File: config.mk
export PLATFORM = sky130hd
export DESIGN_NAME = apb_timer_mc
export DESIGN_NICKNAME = d
export VERILOG_FILES = /design/src/rtl/apb_timer_mc_pkg.sv /design/src/rtl/timer_mc_channel.sv /design/src/rtl/apb_timer_mc.sv
export SDC_FILE = /design/constraint.sdc
export NUM_CORES = 1
export LEC_CHECK = 0
export CAP_MARGIN = 10
export CORE_MARGIN = 1.5
export CORE_UTILIZATION = 45
export DETAILED_ROUTE_END_ITERATION = 7
export SLEW_MARGIN = 20
export SYNTH_ARGS = -nofsm -noshare
export SYNTH_HDL_FRONTEND = slang
export SYNTH_SLANG_ARGS = --single-unit
File: constraint.sdc
create_clock -name pclk -period 1.95 [get_ports pclk]
set_input_delay 0.2925 -clock pclk [delete_from_list [all_inputs] [get_ports pclk]]
set_output_delay 0.2925 -clock pclk [all_outputs]
set_load 0.005 [all_outputs]
File: src/rtl/apb_timer_mc_pkg.sv
// Shared definitions for the multi-channel APB timer.
// Contents: register offsets, TCR/TSR bit positions, CKS encodings and the APB
// handshake state type. Used by apb_timer_mc and timer_mc_channel.
package apb_timer_mc_pkg;

  // Register offsets within a channel (paddr[1:0])
  localparam logic [1:0] TDR_OFS  = 2'd0;
  localparam logic [1:0] TCR_OFS  = 2'd1;
  localparam logic [1:0] TSR_OFS  = 2'd2;
  localparam logic [1:0] TCNT_OFS = 2'd3;

  // TCR bit positions
  localparam int unsigned TCR_EN     = 0;
  localparam int unsigned TCR_DOWN   = 1;
  localparam int unsigned TCR_CKS_LO = 2;
  localparam int unsigned TCR_CKS_HI = 3;
  localparam int unsigned TCR_OVF_IE = 4;
  localparam int unsigned TCR_UDF_IE = 5;
  localparam int unsigned TCR_LOAD   = 7;

  // Only TCR[5:0] are storage; [6] is reserved and [7] is a write-only strobe
  localparam int unsigned TcrStoredW = 6;

  // TSR bit positions
  localparam int unsigned TSR_OVF = 0;
  localparam int unsigned TSR_UDF = 1;

  // CKS encodings (prescaler divide ratio)
  localparam logic [1:0] CKS_DIV2  = 2'b00;
  localparam logic [1:0] CKS_DIV4  = 2'b01;
  localparam logic [1:0] CKS_DIV8  = 2'b10;
  localparam logic [1:0] CKS_DIV16 = 2'b11;

  // APB handshake: StDone is the single cycle in which pready is high
  typedef enum logic [0:0] {
    StIdle,
    StDone
  } apb_state_e;

endpackage

File: src/rtl/timer_mc_channel.sv
// One timer channel: TDR (reload), TCR (control), TSR (flags) and TCNT (count).
// Ports:
//   clk_i, rst_ni          clock, synchronous active-low reset
//   tick_i[3:0]            prescaler ticks for /2, /4, /8, /16
//   we_tdr_i/we_tcr_i/we_tsr_i  decoded write strobes, asserted on the commit edge
//   wdata_i                write data
//   reg_sel_i              register offset for the read mux
//   rdata_o                read data for reg_sel_i (combinational)
//   irq_o                  registered interrupt level
module timer_mc_channel
  import apb_timer_mc_pkg::*;
#(
  parameter int unsigned CNT_W = 8
) (
  input  logic             clk_i,
  input  logic             rst_ni,
  input  logic [3:0]       tick_i,
  input  logic             we_tdr_i,
  input  logic             we_tcr_i,
  input  logic             we_tsr_i,
  input  logic [CNT_W-1:0] wdata_i,
  input  logic [1:0]       reg_sel_i,
  output logic [CNT_W-1:0] rdata_o,
  output logic             irq_o
);

  logic [CNT_W-1:0]      tdr_q, tdr_d;
  logic [CNT_W-1:0]      tcnt_q, tcnt_d;
  logic [TcrStoredW-1:0] tcr_q, tcr_d;
  logic                  ovf_q, ovf_d;
  logic                  udf_q, udf_d;
  logic                  irq_q, irq_d;

  logic tick;
  logic load;
  logic ovf_set;
  logic udf_set;

  always_comb begin
    tick    = tick_i[tcr_q[TCR_CKS_HI:TCR_CKS_LO]];
    load    = we_tcr_i & wdata_i[TCR_LOAD];
    ovf_set = 1'b0;
    udf_set = 1'b0;
    tcnt_d  = tcnt_q;

    // LOAD uses the pre-write TDR and wins over a coincident tick
    if (load) begin
      tcnt_d = tdr_q;
    end else if (tcr_q[TCR_EN] && tick) begin
      if (!tcr_q[TCR_DOWN]) begin
        if (tcnt_q == '1) begin
          tcnt_d  = tdr_q;
          ovf_set = 1'b1;
        end else begin
          tcnt_d = tcnt_q + CNT_W'(1);
        end
      end else begin
        if (tcnt_q == '0) begin
          tcnt_d  = tdr_q;
          udf_set = 1'b1;
        end else begin
          tcnt_d = tcnt_q - CNT_W'(1);
        end
      end
    end

    tdr_d = we_tdr_i ? wdata_i : tdr_q;
    tcr_d = we_tcr_i ? wdata_i[TcrStoredW-1:0] : tcr_q;

    // Hardware set has priority over write-1-to-clear
    ovf_d = ovf_set | (ovf_q & ~(we_tsr_i & wdata_i[TSR_OVF]));
    udf_d = udf_set | (udf_q & ~(we_tsr_i & wdata_i[TSR_UDF]));

    irq_d = (ovf_q & tcr_q[TCR_OVF_IE]) | (udf_q & tcr_q[TCR_UDF_IE]);
  end

  always_ff @(posedge clk_i) begin
    if (!rst_ni) begin
      tdr_q  <= '0;
      tcnt_q <= '0;
      tcr_q  <= '0;
      ovf_q  <= 1'b0;
      udf_q  <= 1'b0;
      irq_q  <= 1'b0;
    end else begin
      tdr_q  <= tdr_d;
      tcnt_q <= tcnt_d;
      tcr_q  <= tcr_d;
      ovf_q  <= ovf_d;
      udf_q  <= udf_d;
      irq_q  <= irq_d;
    end
  end

  always_comb begin
    rdata_o = '0;
    unique case (reg_sel_i)
      TDR_OFS:  rdata_o = tdr_q;
      TCR_OFS:  rdata_o = CNT_W'(tcr_q);
      TSR_OFS:  rdata_o = CNT_W'({udf_q, ovf_q});
      TCNT_OFS: rdata_o = tcnt_q;
      default:  rdata_o = '0;
    endcase
  end

  assign irq_o = irq_q;

endmodule

File: src/rtl/apb_timer_mc.sv
// Multi-channel APB timer: NUM_CH up/down counters sharing a 4-bit prescaler.
// Ports:
//   pclk, presetn        APB clock, synchronous active-low reset
//   psel, penable, pwrite, paddr, pwdata   APB request; paddr[7:2] channel, [1:0] register
//   prdata               registered read data
//   pready               high for one cycle, one wait state after the access phase starts
//   pslverr              transfer error (only with APB_TIMER_MC_PSLVERR_EN defined)
//   irq[NUM_CH-1:0]      per-channel interrupt level
// Optional: define APB_TIMER_MC_PSLVERR_EN to flag accesses to absent channels and
// writes to TCNT; otherwise those accesses are silently ignored / read 0.
module apb_timer_mc
  import apb_timer_mc_pkg::*;
#(
  parameter int unsigned NUM_CH = 4,
  parameter int unsigned CNT_W  = 8
) (
  input  logic              pclk,
  input  logic              presetn,
  input  logic              psel,
  input  logic              penable,
  input  logic              pwrite,
  input  logic [7:0]        paddr,
  input  logic [CNT_W-1:0]  pwdata,
  output logic [CNT_W-1:0]  prdata,
  output logic              pready,
  output logic              pslverr,
  output logic [NUM_CH-1:0] irq
);

  apb_state_e       state_q, state_d;
  logic [CNT_W-1:0] prdata_q, prdata_d;
  logic             pslverr_q, pslverr_d;
  logic [3:0]       presc_q, presc_d;
  logic [3:0]       tick;

  logic [5:0]       ch_idx;
  logic [1:0]       reg_sel;
  logic             ch_valid;
  logic             access;
  logic             err;
  logic             wr_ok;
  logic [CNT_W-1:0] rd_mux;
  logic [CNT_W-1:0] ch_rdata [NUM_CH];

  assign ch_idx   = paddr[7:2];
  assign reg_sel  = paddr[1:0];
  assign ch_valid = (32'(ch_idx) < NUM_CH);

  // First access-phase cycle; pready is low here, so this fires once per transfer
  assign access = (state_q == StIdle) & psel & penable;

`ifdef APB_TIMER_MC_PSLVERR_EN
  assign err = ~ch_valid | (pwrite & (reg_sel == TCNT_OFS));
`else
  assign err = 1'b0;
`endif

  assign wr_ok = access & pwrite & ch_valid & ~err;

  // Prescaler ticks: tick[k] when presc_q[k:0] is all ones
  always_comb begin
    presc_d = presc_q + 4'd1;
    tick[0] = presc_q[0];
    tick[1] = &presc_q[1:0];
    tick[2] = &presc_q[2:0];
    tick[3] = &presc_q[3:0];
  end

  always_comb begin
    rd_mux = '0;
    for (int unsigned i = 0; i < NUM_CH; i++) begin
      if (32'(ch_idx) == i) begin
        rd_mux = ch_rdata[i];
      end
    end
    if (err || !ch_valid) begin
      rd_mux = '0;
    end
  end

  always_comb begin
    state_d   = state_q;
    prdata_d  = prdata_q;
    pslverr_d = 1'b0;
    unique case (state_q)
      StIdle: begin
        if (access) begin
          state_d   = StDone;
          pslverr_d = err;
          if (!pwrite) begin
            prdata_d = rd_mux;
          end
        end
      end
      StDone: begin
        state_d = StIdle;
      end
      default: state_d = StIdle;
    endcase
  end

  always_ff @(posedge pclk) begin
    if (!presetn) begin
      state_q   <= StIdle;
      prdata_q  <= '0;
      pslverr_q <= 1'b0;
      presc_q   <= '0;
    end else begin
      state_q   <= state_d;
      prdata_q  <= prdata_d;
      pslverr_q <= pslverr_d;
      presc_q   <= presc_d;
    end
  end

  assign pready  = (state_q == StDone);
  assign pslverr = pslverr_q;
  assign prdata  = prdata_q;

  for (genvar i = 0; i < NUM_CH; i++) begin : g_ch
    logic we_tdr, we_tcr, we_tsr;

    assign we_tdr = wr_ok & (ch_idx == 6'(i)) & (reg_sel == TDR_OFS);
    assign we_tcr = wr_ok & (ch_idx == 6'(i)) & (reg_sel == TCR_OFS);
    assign we_tsr = wr_ok & (ch_idx == 6'(i)) & (reg_sel == TSR_OFS);

    timer_mc_channel #(
      .CNT_W(CNT_W)
    ) u_ch (
      .clk_i     (pclk),
      .rst_ni    (presetn),
      .tick_i    (tick),
      .we_tdr_i  (we_tdr),
      .we_tcr_i  (we_tcr),
      .we_tsr_i  (we_tsr),
      .wdata_i   (pwdata),
      .reg_sel_i (reg_sel),
      .rdata_o   (ch_rdata[i]),
      .irq_o     (irq[i])
    );
  end

endmodule

# Word level (Yosys, flattened, before mapping)
# Index checks and enable logic that the tools add are counted.
# op_classes
n_reduce_logical,18
add_sub_neg,9
n_bitwise,70
eq_ne,10
n_mux,71
order_cmp,5
# op_table
operator,count
$mux W8,25
$pmux W8 S4,4
$and A1 B1 Y1,48
$mux W1,37
$add A8 B1 Y8 const B,4
$eq A8 B8 Y1 const B,4
$logic_not A8 Y1,4
$sub A8 B1 Y8 const B,4
$eq A6 B2 Y1 const B,2
$lt A2 B3 Y1 const B,4
$or A1 B1 Y1,12
$not A1 Y1,10
$bmux W1 S2,4
$reduce_bool A2 Y1,4
$eq A6 B1 Y1 const B,1
$logic_not A6 Y1,1
$lt A6 B3 Y1 const B,1
$reduce_and A3 Y1,2
$add A4 B1 Y4 const B,1
$eq A2 B2 Y1 const B,2
$logic_and A1 B1 Y1,4
$reduce_and A4 Y1,1
$eq A2 B1 Y1 const B,1
$logic_not A2 Y1,1
2 further kinds,2
# word_totals
word_cells,210
in_bits,21
regBits,113
out_inout_bits,14

# Longest topological paths before layout
# logic_depth
ltp_word,11
ltp_mapped,9
depth_no_buf,8

# Hierarchy
# Synthesis repeated with hierarchy kept, for this count alone.
# hier_totals
cells_unflattened,861
hier_area_um2,7483.4
# modules_own_cells
module,area_per_inst_um2,instances,seq_area_each_um2,cells_per_inst
timer_mc_channel at g_ch[0].u_ch ...,1681.6,3,500.5,200
timer_mc_channel at g_ch[3].u_ch,1634.1,1,500.5,189
apb_timer_mc,804.5,1,260.2,72

# Least setup slack after synthesis
# OpenSTA, ideal clock, no wires.
# synth_path
kind,register -> register
start,register presc_q[0]
end,register g_ch[2].u_ch.tcnt_q[4]
arrival_ns,2.015
slack_ns,-0.151
stages_incl_launch_ff,9
synth_period_minus_slack_ns,2.101
path_buffers,1
setup_ns,0.086
required_time_ns,1.864
path_cell_list,dfxtp_1 -> ha_1 -> ha_1 -> mux4_2 -> and2_1 -> buf_2 -> nor2_2 -> a21oi_1 -> a211oi_1
# synth_between
elab_chain_len,5
elab_cells_between_ends,7
# synth_rtl
element,line_no,text
from (decl),apb_timer_mc.sv:33,"logic [3:0] presc_q, presc_d;"
from (signal assigned),apb_timer_mc.sv:112,presc_q <= presc_d;
$reduce_and A4 Y1 (tied with other cells),apb_timer_mc.sv:66,tick[3] = &presc_q[3:0];
$bmux W1 S2 *,timer_mc_channel.sv:40,tick = tick_i[tcr_q[TCR_CKS_HI:TCR_CKS_LO]];
$mux W1 (implied by the code) *,timer_mc_channel.sv:40,
$logic_and A1 B1 Y1 *,timer_mc_channel.sv:49,end else if (tcr_q[TCR_EN] && tick) begin
$reduce_bool A2 Y1 (no line) *,n/a,
to (signal assigned),timer_mc_channel.sv:87,tcnt_q <= tcnt_d;
to (decl),timer_mc_channel.sv:28,"logic [CNT_W-1:0] tcnt_q, tcnt_d;"
# Mark *: on every way between the ends. The rest lies on a longest branch, timed or not. The select of a mux whose other input is x is not followed.
# A chain may end at the register's enable or synchronous reset.

# Final worst setup path
# layout_path
start,register presc_q[0]
end,register g_ch[3].u_ch.ovf_q
# layout_between
elab_chain_len,7
elab_cells_between_ends,9
# layout_rtl
element,line_no,text
$reduce_and A4 Y1 (tied with other cells),apb_timer_mc.sv:66,
$bmux W1 S2 *,timer_mc_channel.sv:40,
$mux W1 (implied by the code) *,timer_mc_channel.sv:40,
$logic_and A1 B1 Y1 *,timer_mc_channel.sv:49,
$mux W1 *,timer_mc_channel.sv:49,
$mux W1 *,timer_mc_channel.sv:47,if (load) begin
$or A1 B1 Y1 *,timer_mc_channel.sv:71,ovf_d = ovf_set | (ovf_q & ~(we_tsr_i & wdata_i[TSR_OVF]));
to (signal assigned),timer_mc_channel.sv:89,ovf_q <= ovf_d;
to (decl),timer_mc_channel.sv:30,"logic ovf_q, ovf_d;"
# Marked as above.

==> impl_metrics.json <==
{
  "crit_path_max_incr_delay_ns": 0.56,
  "port_buffers": 33,
  "totalWireLength_mm": 25.1,
  "synth_area_um2": 7210,
  "required_ns": 2.30,
  "max-cap-violations": 0,
  "synth-seq-cells": 113,
  "grt_setup_unrepaired": "yes",
  "setup.worst_path.start_class": "register",
  "yosys_most_used_dff": "dfxtp_1",
  "final.period_utilization_pct": 98.5,
  "netlist_instances": 947,
  "cp_max_fo": 4,
  "timing.critical_path.cells": "ha_4 -> ha_2 -> buf_4 -> nand2b_1 -> nand3_1 -> nand3_2 -> or4_1 -> a21oi_1",
  "globalRouteTotalUtil_pct": 30.0,
  "async_reset_ff_share_pct": 0,
  "peakVddDrop_uv": 612,
  "finClkSkew_ns": 0.00602,
  "synth-edff-count": 0,
  "mostFrequentLayoutCell": "buf_4",
  "dpl-instance-area_um2": 8710,
  "layout.cells.most_common_list": "buf_4, dfxtp_1, nand2_1, a21oi_1, nand3_1",
  "final_net_count": 1114,
  "synth-adder-area-share_pct": 2.43,
  "place_ws_ns": -0.377,
  "powerDensity_nw_per_um2": 594,
  "timing.slew.headroom_pct": 63.0,
  "hp-class": "in2reg",
  "ys_seq_area_share_pct": 31.4,
  "h-tree-depth": 4,
  "clock_tree.buffer_depth": 2,
  "multi_input_area_um2": 4790,
  "synth_xor_area_share_pct": 0.365,
  "routed_vias_inst": 6.05,
  "initialDrtViolationCount": 720,
  "ys.warnings.count": 0,
  "number_of_sinks_on_the_clock_net": 113,
  "chip_width_um": 130,
  "synth_area_per_cell_um2": 7.61,
  "critical_path.n_buffers_inverters": 1,
  "grt.overflow.total": 0,
  "synth_mux_area_share_pct": 8.91,
  "finalSetupViolCount": 0,
  "core.rowCount": 46,
  "worst-endpoint-arrival_ns": 2.27,
  "clock_insertion_delay_worst_skew_ns": 0.42,
  "final-max-slew-violation-count": 0,
  "fmax_ghz": 0.520,
  "power.static_leakage_nw": 3.58,
  "syn_nets": 982,
  "final_hold_viol_count": 0,
  "main_combinational_cell_family_by_area_after_synthesis": "compound AO/OA/AOI/OAI gates",
  "synthToLayoutAreaGrowth_pct": 33.1,
  "tritoncts": "built",
  "core_area_um2": 15800,
  "post_cts_hold_buffer_count": 0,
  "post_synth_and_or_nand_nor_area_fraction_pct": 25.0,
  "report.power.total_mw": 5.70,
  "die_y_um": 130,
  "synth_compound_gate_area_share_pct": 25.9,
  "critical_path_class": "reg2reg",
  "vias": 7919,
  "grt_start_max_net_pins": 32,
  "post_route_cells_drive_above_1_share_pct": 26.6,
  "design.die.area_um2": 16800,
  "clk_pin_slew_ns": 0.05,
  "worst_path_dominant_cell_family": "simple AND/OR/NAND/NOR gates",
  "detail_route.first_pass.iterations": 5,
  "drt-wirelength-per-cell_um": 19.2,
  "crit_slowest_cell": "or4_1",
  "grt_pass1_vias": 7004,
  "detailedPlacementHpwl_mm": 18.2,
  "route.antenna.remaining_nets": 0,
  "antenna_cells_inserted": 0,
  "io_pins": 35,
  "outcome": "complete, no violations",
  "seqCellArea_um2": 2270,
  "grt_antenna_before_repair": 0,
  "final.min_clock_period_ns": 1.92,
  "timing_worst_slew_pin_value_ns": 0.554,
  "cts.root.buffer_cell": "clkbuf_16",
  "final_area_um2": 9590,
  "layout.filler_cells": 1439,
  "initial_utilization_pct": 45.7,
  "first_pass_grt_wire_length_mm": 38.5,
  "count_of_different_cell_masters_after_synthesis": 72,
  "drc": 0,
  "end_kind": "register",
  "final_critical_path_setup_slack_ns": 0.0286,
  "weighted_congestion_at_the_end_of_routability_driven_global_placement": 0.920,
  "final.setup.tns_ns": 0,
  "cts_inserted_buffers": 17
}
## repair_timing
action                                  in CTS  in global routing
endpoints found under the setup margin      21                 49
pin swaps                                    6                 23
resized for setup                           16                 66
buffers inserted                             0                  7
cloned                                       0                  0
## logic make-up after synthesis
kind of cell / after synthesis
compound gates: 301
xor+xnor: 3
fa+ha+maj: 14
buf+inv: 105
flops: 113
mux: 50
other cells: 1
simple gates: 360
## cells in the mapped netlist, drive strengths merged (11+ instances only)
cell | number | share of area, %
inv | 22 | 1.1
o22ai | 17 | 1.5
mux2i | 36 | 5.0
buf | 20 | 1.5
nand2 | 114 | 6.0
a221oi | 12 | 1.5
a31oi | 18 | 1.6
nand3 | 68 | 4.7
a21oi | 102 | 7.1
mux4 | 11 | 3.4
ha | 14 | 2.4
nor3 | 27 | 2.3
clkbuf | 63 | 3.3
o21ai | 68 | 4.8
nand4 | 11 | 1.0
nor2 | 70 | 3.7
a22oi | 23 | 2.4
dfxtp | 113 | 31
## stage by stage
| step | std cells | util (%) | hold slack, ns |
|---|---|---|---|
| after floorplan | 947 | - | 0.435 |
| after global placement | 1270 | 55.2 | 0.464 |
| after detailed placement | 1270 | 55.2 | 0.466 |
| after CTS | 1302 | 59.1 | 0.449 |
| after global routing | 1308 | 60.8 | 0.462 |
| final | 1308 | 60.8 | 0.455 |
## where the power goes
part           leakage [nW]  switching, mW  internal (mW)
registers             0.914        0.00637           2.32
logic                  2.39          0.227          0.152
clock network         0.281           1.08           1.91
total                  3.58           1.32           4.38
## worst register-to-register path, cell delays in order (launching register included)
cell and delay, ns:
dfxtp_2 0.35, ha_4 0.15, ha_2 0.17, buf_4 0.13, nand2b_1 0.05, nand3_1 0.12, nand3_2 0.18, or4_1 0.56
a21oi_1 0.14
## layer usage
| metal | vias up | track usage, % | wire [µm] |
|---|---|---|---|
| met2 | 314 | 46.5 | 11600 |
| met3 | 56 | 6.15 | 1700 |
| li1 | 3776 | - | - |
| met1 | 3773 | 41.1 | 11000 |
| met5 | - | 0 | 0 |
| met4 | 0 | 12.0 | 691 |
## cell type report
type / instances / share of cell area [%]
inverters: 22 / 0.913
clock buffers: 27 / 5.35
clock inverters: 5 / 0.522
well taps: 216 / 2.82
repair buffers: 196 / 16.7
flip-flops and latches: 113 / 23.7
multi-input cells: 729 / 50.0
## registers in the layout, indices dropped and copies added, names as in the netlist
signal and count:
g_ch.u_ch.udf_q 4, g_ch.u_ch.irq_o 4, g_ch.u_ch.tcnt_q 32, g_ch.u_ch.ovf_q 4, pready 1, prdata 8, presc_q 4, g_ch.u_ch.tcr_q 24
g_ch.u_ch.tdr_q 32
## worst paths after layout
| kind | depth (start not counted) | start | slack (ns) | end |
|---|---|---|---|---|
| min reg2reg | 2 | g_ch[0].u_ch.tcr_q[4] | 0.48 | g_ch[0].u_ch.tcr_q[4] |
| max reg2reg | 8 | presc_q[0] | 0.03 | g_ch[3].u_ch.ovf_q |
| max | 8 | presc_q[0] | 0.03 | g_ch[3].u_ch.ovf_q |
| min | 3 | psel | 0.45 | pready |
Power figures use the tool's default switching activity.
